## config.mk

```make
export PLATFORM = sky130hd
export DESIGN_NAME = smoldvi_link_seq
export DESIGN_NICKNAME = d
export VERILOG_FILES = /design/src/rtl/smoldvi_pkg.sv /design/src/rtl/smoldvi_hpd_debounce.sv /design/src/rtl/smoldvi_link_seq.sv
export SDC_FILE = /design/constraint.sdc
export NUM_CORES = 1
export LEC_CHECK = 0
export ABC_AREA = 1
export CAP_MARGIN = 0
export CORE_UTILIZATION = 40
export CTS_BUF_LIST = sky130_fd_sc_hd__clkbuf_4
export DETAILED_ROUTE_END_ITERATION = 8
export PLACE_DENSITY = 0.62
export SLEW_MARGIN = 5
export SYNTH_ARGS = -nofsm -noshare
export SYNTH_HDL_FRONTEND = slang
export SYNTH_SLANG_ARGS = --single-unit
```

## constraint.sdc

```tcl
create_clock -name clk -period 3.1 [get_ports clk]
set_input_delay 0.62 -clock clk [delete_from_list [all_inputs] [get_ports clk]]
set_output_delay 0.62 -clock clk [all_outputs]
set_load 0.005 [all_outputs]
```

## src/rtl/smoldvi_pkg.sv

```systemverilog
// Shared smoldvi definitions: link-state encoding, default timing constants
// and the per-state lane control decode used by the link sequencer.
package smoldvi_pkg;

    localparam logic [2:0] ST_OFF      = 3'd0;
    localparam logic [2:0] ST_RESET    = 3'd1;
    localparam logic [2:0] ST_CLK_ONLY = 3'd2;
    localparam logic [2:0] ST_BLANK    = 3'd3;
    localparam logic [2:0] ST_ACTIVE   = 3'd4;
    localparam logic [2:0] ST_DRAIN    = 3'd5;

    localparam int DEF_RST_HOLD     = 16;
    localparam int DEF_CLK_LEAD     = 1024;
    localparam int DEF_HPD_DEBOUNCE = 4096;
    localparam int DEF_DRAIN_MAX    = 1048576;

    typedef enum logic [2:0] {
        S_OFF      = ST_OFF,
        S_RESET    = ST_RESET,
        S_CLK_ONLY = ST_CLK_ONLY,
        S_BLANK    = ST_BLANK,
        S_ACTIVE   = ST_ACTIVE,
        S_DRAIN    = ST_DRAIN
    } link_state_t;

    typedef struct packed {
        logic ser_rst_n;
        logic clk_lane_en;
        logic data_lane_en;
        logic force_blank;
        logic link_up;
    } lane_ctrl_t;

    function automatic lane_ctrl_t state_ctrl(input link_state_t s);
        lane_ctrl_t c;
        c = '{ser_rst_n: 1'b0, clk_lane_en: 1'b0, data_lane_en: 1'b0,
              force_blank: 1'b1, link_up: 1'b0};
        case (s)
            S_CLK_ONLY: c = '{1'b1, 1'b1, 1'b0, 1'b1, 1'b0};
            S_BLANK:    c = '{1'b1, 1'b1, 1'b1, 1'b1, 1'b0};
            S_ACTIVE:   c = '{1'b1, 1'b1, 1'b1, 1'b0, 1'b1};
            S_DRAIN:    c = '{1'b1, 1'b1, 1'b1, 1'b1, 1'b0};
            default:    c = '{1'b0, 1'b0, 1'b0, 1'b1, 1'b0};
        endcase
        return c;
    endfunction

    function automatic int max3(input int a, input int b, input int c);
        int m;
        m = (a > b) ? a : b;
        return (m > c) ? m : c;
    endfunction

endpackage

```

## src/rtl/smoldvi_hpd_debounce.sv

```systemverilog
// Hot-plug detect conditioning: 2-flop synchroniser followed by a debounce
// counter that only accepts a level change held for HPD_DEBOUNCE cycles.
module smoldvi_hpd_debounce
    import smoldvi_pkg::*;
#(
    parameter int HPD_DEBOUNCE = DEF_HPD_DEBOUNCE
) (
    input  logic clk,
    input  logic rst,
    input  logic hpd_raw,
    output logic hpd_ok
);

    localparam int CW = $clog2(HPD_DEBOUNCE + 1);

    logic          sync_a;
    logic          sync_b;
    logic [CW-1:0] cnt;

    // The count reaches HPD_DEBOUNCE after that many differing cycles; the
    // output flips on the following edge.
    always_ff @(posedge clk) begin
        if (rst) begin
            sync_a <= 1'b0;
            sync_b <= 1'b0;
            cnt    <= '0;
            hpd_ok <= 1'b0;
        end else begin
            sync_a <= hpd_raw;
            sync_b <= sync_a;
            if (sync_b == hpd_ok) begin
                cnt <= '0;
            end else if (cnt == CW'(HPD_DEBOUNCE)) begin
                hpd_ok <= sync_b;
                cnt    <= '0;
            end else begin
                cnt <= cnt + 1'b1;
            end
        end
    end

endmodule

```

## src/rtl/smoldvi_link_seq.sv

```systemverilog
// DVI link power sequencer: orders serialiser reset, clock lane, blanking and
// frame-aligned video, and tears the link down at a frame boundary.
module smoldvi_link_seq
    import smoldvi_pkg::*;
#(
    parameter int RST_HOLD     = DEF_RST_HOLD,
    parameter int CLK_LEAD     = DEF_CLK_LEAD,
    parameter int HPD_DEBOUNCE = DEF_HPD_DEBOUNCE,
    parameter int DRAIN_MAX    = DEF_DRAIN_MAX
) (
    input  logic clk,
    input  logic rst,
    input  logic enable,
    input  logic hpd_raw,
    input  logic frame_start,
    output logic ser_rst_n,
    output logic clk_lane_en,
    output logic data_lane_en,
    output logic force_blank,
    output logic link_up,
    output logic hpd_ok
);

    localparam int MAXP = max3(RST_HOLD, CLK_LEAD, DRAIN_MAX);
    localparam int CW   = (MAXP > 1) ? $clog2(MAXP) : 1;

    localparam logic [CW-1:0] RST_LOAD   = CW'(RST_HOLD - 1);
    localparam logic [CW-1:0] CLK_LOAD   = CW'(CLK_LEAD - 1);
    localparam logic [CW-1:0] DRAIN_LOAD = CW'(DRAIN_MAX - 1);

    link_state_t   state;
    lane_ctrl_t    ctrl;
    logic [CW-1:0] cnt;
    logic          req;

    smoldvi_hpd_debounce #(
        .HPD_DEBOUNCE (HPD_DEBOUNCE)
    ) u_hpd (
        .clk     (clk),
        .rst     (rst),
        .hpd_raw (hpd_raw),
        .hpd_ok  (hpd_ok)
    );

    assign req = enable & hpd_ok;

    // Outputs are decoded from the state being entered so they change on the
    // same edge as the transition. Counter is loaded with duration-1 on entry
    // and the state exits on the edge where it is already zero.
    always_ff @(posedge clk) begin
        if (rst) begin
            state <= S_OFF;
            ctrl  <= state_ctrl(S_OFF);
            cnt   <= '0;
        end else begin
            case (state)
                S_OFF: begin
                    if (req) begin
                        state <= S_RESET;
                        ctrl  <= state_ctrl(S_RESET);
                        cnt   <= RST_LOAD;
                    end
                end
                S_RESET: begin
                    if (!req) begin
                        state <= S_OFF;
                        ctrl  <= state_ctrl(S_OFF);
                    end else if (cnt == '0) begin
                        state <= S_CLK_ONLY;
                        ctrl  <= state_ctrl(S_CLK_ONLY);
                        cnt   <= CLK_LOAD;
                    end else begin
                        cnt <= cnt - 1'b1;
                    end
                end
                S_CLK_ONLY: begin
                    if (!req) begin
                        state <= S_OFF;
                        ctrl  <= state_ctrl(S_OFF);
                    end else if (cnt == '0) begin
                        state <= S_BLANK;
                        ctrl  <= state_ctrl(S_BLANK);
                    end else begin
                        cnt <= cnt - 1'b1;
                    end
                end
                S_BLANK: begin
                    if (!req) begin
                        state <= S_OFF;
                        ctrl  <= state_ctrl(S_OFF);
                    end else if (frame_start) begin
                        state <= S_ACTIVE;
                        ctrl  <= state_ctrl(S_ACTIVE);
                    end
                end
                S_ACTIVE: begin
                    if (!req) begin
                        state <= S_DRAIN;
                        ctrl  <= state_ctrl(S_DRAIN);
                        cnt   <= DRAIN_LOAD;
                    end
                end
                S_DRAIN: begin
                    // req is ignored here: a drain always completes through OFF.
                    if (frame_start || cnt == '0) begin
                        state <= S_OFF;
                        ctrl  <= state_ctrl(S_OFF);
                    end else begin
                        cnt <= cnt - 1'b1;
                    end
                end
                default: begin
                    state <= S_OFF;
                    ctrl  <= state_ctrl(S_OFF);
                end
            endcase
        end
    end

    assign ser_rst_n    = ctrl.ser_rst_n;
    assign clk_lane_en  = ctrl.clk_lane_en;
    assign data_lane_en = ctrl.data_lane_en;
    assign force_blank  = ctrl.force_blank;
    assign link_up      = ctrl.link_up;

endmodule

```

**Yosys cells after proc, flatten, opt, wreduce, memory -nomap -nowiden**

Cells that the tools add are included.

- Mux-type cells: 28
- Reductions and logical operators: 8
- Multiply operators: 0
- Bitwise operators: 2
- Shifts and indexed selects: 0
- Eq/ne operators: 17
- Magnitude comparators: 0
- Divide/modulo/power cells: 0
- Add/subtract/negate cells: 2

Operators with widths:

| cell | count |
|---|---|
| $mux 20 | 7 |
| $pmux 20 s5 | 1 |
| $mux 5 | 9 |
| $pmux 5 s6 | 1 |
| $mux 3 | 9 |
| $logic_not 20->1 | 1 |
| $sub 20x1->20 const B | 1 |
| $pmux 3 s6 | 1 |
| $ne 2x2->1 const B | 7 |
| $add 13x1->13 const B | 1 |
| $eq 13x13->1 const B | 1 |
| $ne 3x3->1 const B | 3 |
| $reduce_and 7->1 | 1 |
| $eq 3x2->1 const B | 2 |
| $eq 3x3->1 const B | 2 |
| $reduce_and 6->1 | 1 |
| $reduce_bool 5->1 | 1 |
| $eq 3x1->1 const B | 1 |
| $logic_not 3->1 | 1 |
| $reduce_or 3->1 | 1 |
| $reduce_and 2->1 | 1 |
| $and 1x1->1 | 1 |
| $eq 1x1->1 | 1 |
| $logic_or 1x1->1 | 1 |
| $not 1->1 | 1 |

- Memories kept: 0
- Bits in latches: 0
- Register bits: 44
- Bits of input ports: 5
- Memory bits (writable): 0
- Logic and storage cells: 68
- Bits in read-only memories: 0

**Depth between registers and ports, before layout**

Gate-level depths: netlist of the first run.

- Depth in word-level cells: 4
- Mapped depth: 14
- Mapped depth without buffers: 13

**Hierarchy**

From an unflattened synthesis of the first run, not the netlist that was laid out.

- Cells, all modules: 437
- Area, all modules: 2700.1 um^2

By module, submodules not included:

| module | cells an instance | instances | area an instance (um^2) |
|---|---|---|---|
| smoldvi_link_seq | 323 | 1 | 1913.1 |
| smoldvi_hpd_debounce | 114 | 1 | 787.0 |

**Worst setup path before layout of the first run**

Ideal clock, no wire load.

- Path type: input-to-reg
- Start: in rst
- End: reg cnt[1]
- Setup time: 0.141 ns
- Path slack: 1.470 ns
- Cell stages on the path: 2
- Data arrival time: 1.489 ns
- Cells stage by stage: dlygate4sd3_1 a21oi_1

RTL lines:

| element | RTL line | text |
|---|---|---|
| start: declaration | smoldvi_link_seq.sv:12 | `input logic rst,` |
| end signal: assignment | smoldvi_link_seq.sv:73 | `cnt <= cnt - 1'b1;` |
| end signal: assignment | smoldvi_link_seq.sv:84 | `cnt <= cnt - 1'b1;` |
| end signal: assignment | smoldvi_link_seq.sv:109 | `cnt <= cnt - 1'b1;` |
| end: declaration | smoldvi_link_seq.sv:33 | `logic [CW-1:0] cnt;` |

No word-level cell between the ends.

**Worst setup path in the final report of the first run**

- Start: reg u_hpd.hpd_ok
- End: out hpd_ok

RTL lines:

| element | RTL line | text |
|---|---|---|
| start: declaration | smoldvi_hpd_debounce.sv:11 | `output logic hpd_ok` |
| start signal: assignment | smoldvi_hpd_debounce.sv:34 | `hpd_ok <= sync_b;` |
| end: declaration | smoldvi_link_seq.sv:21 | `output logic hpd_ok` |

No word-level cell between the ends.

==> flow_summary.yaml, run 1 <==
status:
  status: "finished with violations"
  violations: "DRC"
global_routing:
  gr-usage-all-layers_pct: 17.91
  grt_pass1_vias: 2260
  antenna_found_initial: 0
  grt_pass1_wl_mm: 10.29
  grt-ovfl-total: 0
  grt_start_max_net_pins: 24
timing:
  slew_headroom_pct: 58.91
  final_max_slew_viol_count: 0
  setup_viol_count_final: 0
  rsz0062_at_grt: "false"
  finalHoldViolations: 0
  min_period_ps: 1978
  finalCritPeriodShare_pct: 63.81
  fmax_ghz: 0.5055
  tns_ps: 0
  skew_ps: 19.98
  worst_pin_slew_ps: 610.7
  worst_slack_ps: 1122
floorplanning:
  core_area_sq_mm: 0.006459
  start_util_pct: 42.10
  dieArea_sq_mm: 0.007131
  die_w_um: 84.45
  row_count: 29
  die_y_um: 84.45
  io_pins: 11
finish:
  drive_above_1_share_pct: 12.36
  mostFrequentLayoutCell: "nand2_1"
  fill_cells: 677
  fin_nets: 445
  multiInputGateArea_sq_mm: 0.001549
  syn_to_final_growth_pct: 6.627
  mostFrequentLayoutCells: "133 x nand2_1, 55 x nor2_1, 53 x inv_1"
  n_antenna_cell: 0
  regArea_sq_um: 860.8
worst_setup_path:
  crit_family: "buffers and inverters"
  cp.required_ps: 2480
  crit_slowest_cell: "clkdlybuf4s50_1"
  worstPathCellList: "clkdlybuf4s50_1"
  slowest_delay_ps: 540
  crit_arrival_ps: 1360
  cp_num_buf_inv: 1
  critical_path_class: "reg2out"
  setup.worst_path.end_class: "output port"
  cp-start-kind: "flop"
  worstPathMaxFanout: 4
logic_synthesis:
  synth_fa_ha_area_share_pct: 1.841
  synth-compound-area-share_pct: 10.95
  synth_mux_area_share_pct: 0
  synth_nets: 435
  synth_area_sq_mm: 0.002719
  synth-xor-area-share_pct: 2.577
  yosysSeqAreaShare_pct: 31.66
  synth_cell_types: 32
  synth_area_per_cell_sq_um: 6.382
  yosysWarningCount: 0
  synth_top_family_by_area: "simple AND/OR/NAND/NOR gates"
  yosys.area_share.simple_pct: 41.60
  ys_seq_elements: 43
  synthCells: 426
job:
  drv_cap: 0
route:
  drcViolationCount: 2
  drt-wirelength-per-cell_um: 11.30
  viasPerCell: 4.827
  drt_iter0_markers: 129
  dr.pass1.iters: 6
  ant_nets: 0
  wirelength_mm: 5.808
  vias: 2481
placed_design:
  numPortBuffers: 10
  hpwlAfterDp_mm: 4.162
  place_ws_ps: 800.2
  routabilityCongestion: 0.8543
clock_tree:
  cts_root_buf: "clkbuf_4"
  cts_sinks: 43
  ctsLongestPathBuffers: 2
  cts_max_level: 2
  cts.clk_slew.worst_paths_ps: 160
  insertion_delay_ps: 380
  post_cts_resized: 0
  cts_setup_buffers: 0
  holdBufCountCts: 0
  cts_tree: "built"
  numCtsBuffers: 5
hold_path:
  hold_class: "reg2reg"
==> layout make-up <==
class / count / share of cell area, %
tap: 77 / 3.323
inverter: 57 / 7.380
clock inverter: 3 / 0.9063
multi-input combinational: 317 / 53.43
sequential: 43 / 29.69
timing repair buffer: 12 / 3.971
clock buffer: 5 / 1.295
==> cells by family (layout without fill, tap and decap cells) <==
| group | Yosys count | after routing |
|---|---|---|
| adder cells (fa/ha/maj) | 4 | 4 |
| AO/OA/AOI/OAI | 46 | 46 |
| flip-flops | 43 | 43 |
| AND/OR/NAND/NOR | 259 | 259 |
| buffers and inverters | 66 | 77 |
| XOR/XNOR | 8 | 8 |
==> synthesized netlist by cell type <==
master | instances | area (sq um)
nand3_2 | 3 | 30.03
buf_1 | 1 | 3.750
nor4_1 | 1 | 6.260
nor2_1 | 55 | 206.5
dfxtp_1 | 43 | 860.8
nor3_1 | 6 | 30.03
xnor2_1 | 1 | 8.760
a21oi_2 | 16 | 140.1
o21ai_0 | 15 | 75.07
buf_4 | 1 | 7.510
nor2_2 | 4 | 25.02
nand2_2 | 14 | 87.58
o211ai_1 | 1 | 7.510
or2_2 | 2 | 12.51
dlygate4sd3_1 | 1 | 10.01
buf_8 | 1 | 15.01
nand4_1 | 8 | 50.05
buf_12 | 1 | 20.02
nand2_1 | 133 | 499.2
inv_2 | 2 | 7.510
nor2_4 | 1 | 11.26
nand3_1 | 31 | 155.2
clkinv_1 | 2 | 7.510
nand3_4 | 1 | 17.52
a21oi_1 | 12 | 60.06
buf_6 | 3 | 33.78
ha_1 | 4 | 50.05
o21ai_2 | 1 | 8.760
buf_2 | 1 | 5.000
a31oi_1 | 1 | 6.260
inv_1 | 53 | 198.9
xor2_1 | 7 | 61.31
==> metal layers <==
layer | track usage, % | part of all wire [%] | vias to the layer above
met1 | 24.52 | 51 | 1092
met3 | 3.343 | 3.4 | 7
met5 | 0 | 0 | -
met2 | 28.39 | 44 | 32
met4 | 6.163 | 1.2 | 0
li1 | - | - | 1350
==> worst paths after layout <==
check                                                from                 endpoint  slack, ps  cells past startpoint
worst max register to register      state[0]$_SDFFE_PP0P_      cnt[4]$_SDFFE_PP0P_       1180                      7
worst min register to register    u_hpd.sync_a$_SDFF_PP0_  u_hpd.sync_b$_SDFF_PP0_        420                      2
worst max-delay path            u_hpd.hpd_ok$_SDFFE_PP0P_                   hpd_ok       1120                      1
worst min-delay path              u_hpd.sync_a$_SDFF_PP0_  u_hpd.sync_b$_SDFF_PP0_        420                      2
==> state kept, by name, indices dropped and copies added, names as in the netlist <==
name	cells
cnt	20
data_lane_en	1
force_blank	1
link_up	1
ser_rst_n	1
state	3
u_hpd.cnt	13
u_hpd.hpd_ok	1
u_hpd.sync_a	1
u_hpd.sync_b	1
==> stage by stage <==
step	hold slack (ps)	cells	instance area, sq um	util (%)
4_1_cts	418.0	514	2899	44.89
2_1_floorplan	388.3	426	2719	-
3_3_place_gp	394.1	506	2835	43.90
6_report	416.4	514	2899	44.89
3_5_place_dp	394.4	506	2835	43.90
5_1_grt	434.4	514	2899	44.89
Power of run 1 is left out: the tool's default activity adds up to more than one toggle a clock period on the data nets, which glitch-free logic cannot reach.
==> inputs of run 2 (changes only) <==
- PLACE_DENSITY: 0.62 -> 0.64
- clock period: 3.1 -> 1.73 ns (I/O delays scaled with it)
==> flow_summary.yaml, run 2 (same netlist as run 1, synthesis figures left out) <==
status:
  status: "finished, final reports clean"
worst_setup_path:
  startpoint: "cnt[2]$_SDFFE_PP0P_"
  ff2ff_setup_slack_ps: 80
  crit_family: "simple AND/OR/NAND/NOR gates"
  r2r.worst_path.cells: 11
  cp-start-kind: "flop"
  r2r-end: "cnt[5]$_SDFFE_PP0P_"
  worst-path-stages: 11
  worstPathCellList: "nor2_4 > nand2_1 > nor2_1 > nand3_2 > nand2_2 > nand2_2 > nand3_4 > inv_2 > buf_12 > nand2_1 > a21oi_2"
  worstPathMaxFanout: 20
  crit_end: "cnt[5]$_SDFFE_PP0P_"
  critical_path_class: "reg2reg"
  crit_arrival_ps: 1910
  cp.required_ps: 1980
  setup.worst_path.end_class: "flop"
  cp_num_buf_inv: 2
  slowest_delay_ps: 390
  rr_startpoint: "cnt[2]$_SDFFE_PP0P_"
  crit_slowest_cell: "dfxtp_1"
global_routing:
  gr-usage-all-layers_pct: 18.41
  grt_pass1_vias: 2376
  grt-ovfl-total: 0
  grt_pass1_wl_mm: 10.56
  grt_start_max_net_pins: 24
  antenna_found_initial: 0
clock_tree:
  cts.clk_slew.worst_paths_ps: 150
  ctsLongestPathBuffers: 2
  cts_max_level: 2
  cts_root_buf: "clkbuf_4"
  cts_sinks: 43
  cts_tree: "built"
  numCtsBuffers: 5
  insertion_delay_ps: 360
timing:
  worst_pin_slew_ps: 354.8
  slew_headroom_pct: 76.16
  finalHoldViolations: 0
  worst_slack_ps: 76.24
  min_period_ps: 1654
  final_max_slew_viol_count: 0
  holdWs_ps: 421.6
  fmax_ghz: 0.6047
  skew_ps: 9.341
  rsz0062_at_grt: "true"
  finalCritPeriodShare_pct: 95.59
  setup_viol_count_final: 0
  tns_ps: 0
placed_design:
  numPortBuffers: 10
  dpl.cell_count: 529
  hpwlAfterDp_mm: 4.514
  place_ws_ps: -187.5
  routabilityCongestion: 0.9428
finish:
  syn_to_final_growth_pct: 18.96
  drive_above_1_share_pct: 23.11
  final_cells: 540
  mostFrequentLayoutCells: "125 x nand2_1, 51 x inv_1, 48 x nor2_1"
  top_register: "cnt"
  top_regs: "cnt x20, u_hpd.cnt x13, state x3"
  fin_nets: 471
  n_antenna_cell: 0
  largest_register_ffs: 20
  mostFrequentLayoutCell: "nand2_1"
route:
  vias: 2676
  drcViolationCount: 0
  viasPerCell: 4.956
  ant_nets: 0
  drt-wirelength-per-cell_um: 11.64
  wirelength_mm: 6.286
  dr.pass1.iters: 5
  drt_iter0_markers: 133
hold_path:
  hold_class: "reg2reg"
  hold_start: "u_hpd.sync_a$_SDFF_PP0_"
floorplanning:
  die_w_um: 84.45
  row_count: 29
  start_util_pct: 42.10
  die_y_um: 84.45
  dieArea_sq_mm: 0.007131
  core_area_sq_mm: 0.006459
  io_pins: 11
job:
  drv_cap: 0
run 2: changes by cell type in the layout (fill, tap and decap cells not counted), sizes merged:
cell    before  now
clkbuf       5    6
buf          2   27
run 2: area by class of cell:
| cell class | count | area (sq um) |
|---|---|---|
| fillers | 663 | 3224 |
| flip-flops and latches | 43 | 868.3 |
| well taps | 77 | 96.34 |
| repair buffers | 38 | 352.8 |
| multi-input cells | 317 | 1639 |
| clock buffers | 5 | 37.54 |
| inverters | 57 | 214.0 |
| clock inverters | 3 | 26.28 |
run 2: timing repair:
item	4_1_cts	5_1_grt
pin swaps	0	4
hold buffers	0	0
buffers inserted	0	2
gates resized for setup	2	32
gates cloned	0	1
endpoints found under the setup margin	9	29
run 2: routing by layer:
metal	track usage, %	wire length (um)	vias to the layer above
met1	24.42	3222	1220
li1	-	-	1408
met5	0	0	-
met3	3.835	204	2
met2	30.63	2815	46
met4	4.622	44	0
run 2: worst min path at each step:
stage,end,cells past startpoint
after floorplan,u_hpd.sync_b$_SDFF_PP0_,2
after global placement,u_hpd.sync_b$_SDFF_PP0_,2
after detailed placement,u_hpd.sync_b$_SDFF_PP0_,2
after CTS,u_hpd.sync_b$_SDFF_PP0_,2
after global routing,u_hpd.sync_b$_SDFF_PP0_,2
final,u_hpd.sync_b$_SDFF_PP0_,2
run 2: worst register-to-register path, delay by kind of cell, from the launching register on:
kind | cells | cell delay, ps
AOI/OAI and AO/OA | 1 | 50
buffers and inverters | 2 | 210
DFF | 1 | 390
and+or+nand+nor | 8 | 900
run 2: metrics by stage:
step	cell area, sq um	utilization, %
after floorplan	2719	-
after detailed placement	3033	46.96
after global routing	3234	50.08
final	3234	50.08
after CTS	3104	48.06
after global placement	3033	46.96
Power of run 2 is left out for the same reason.
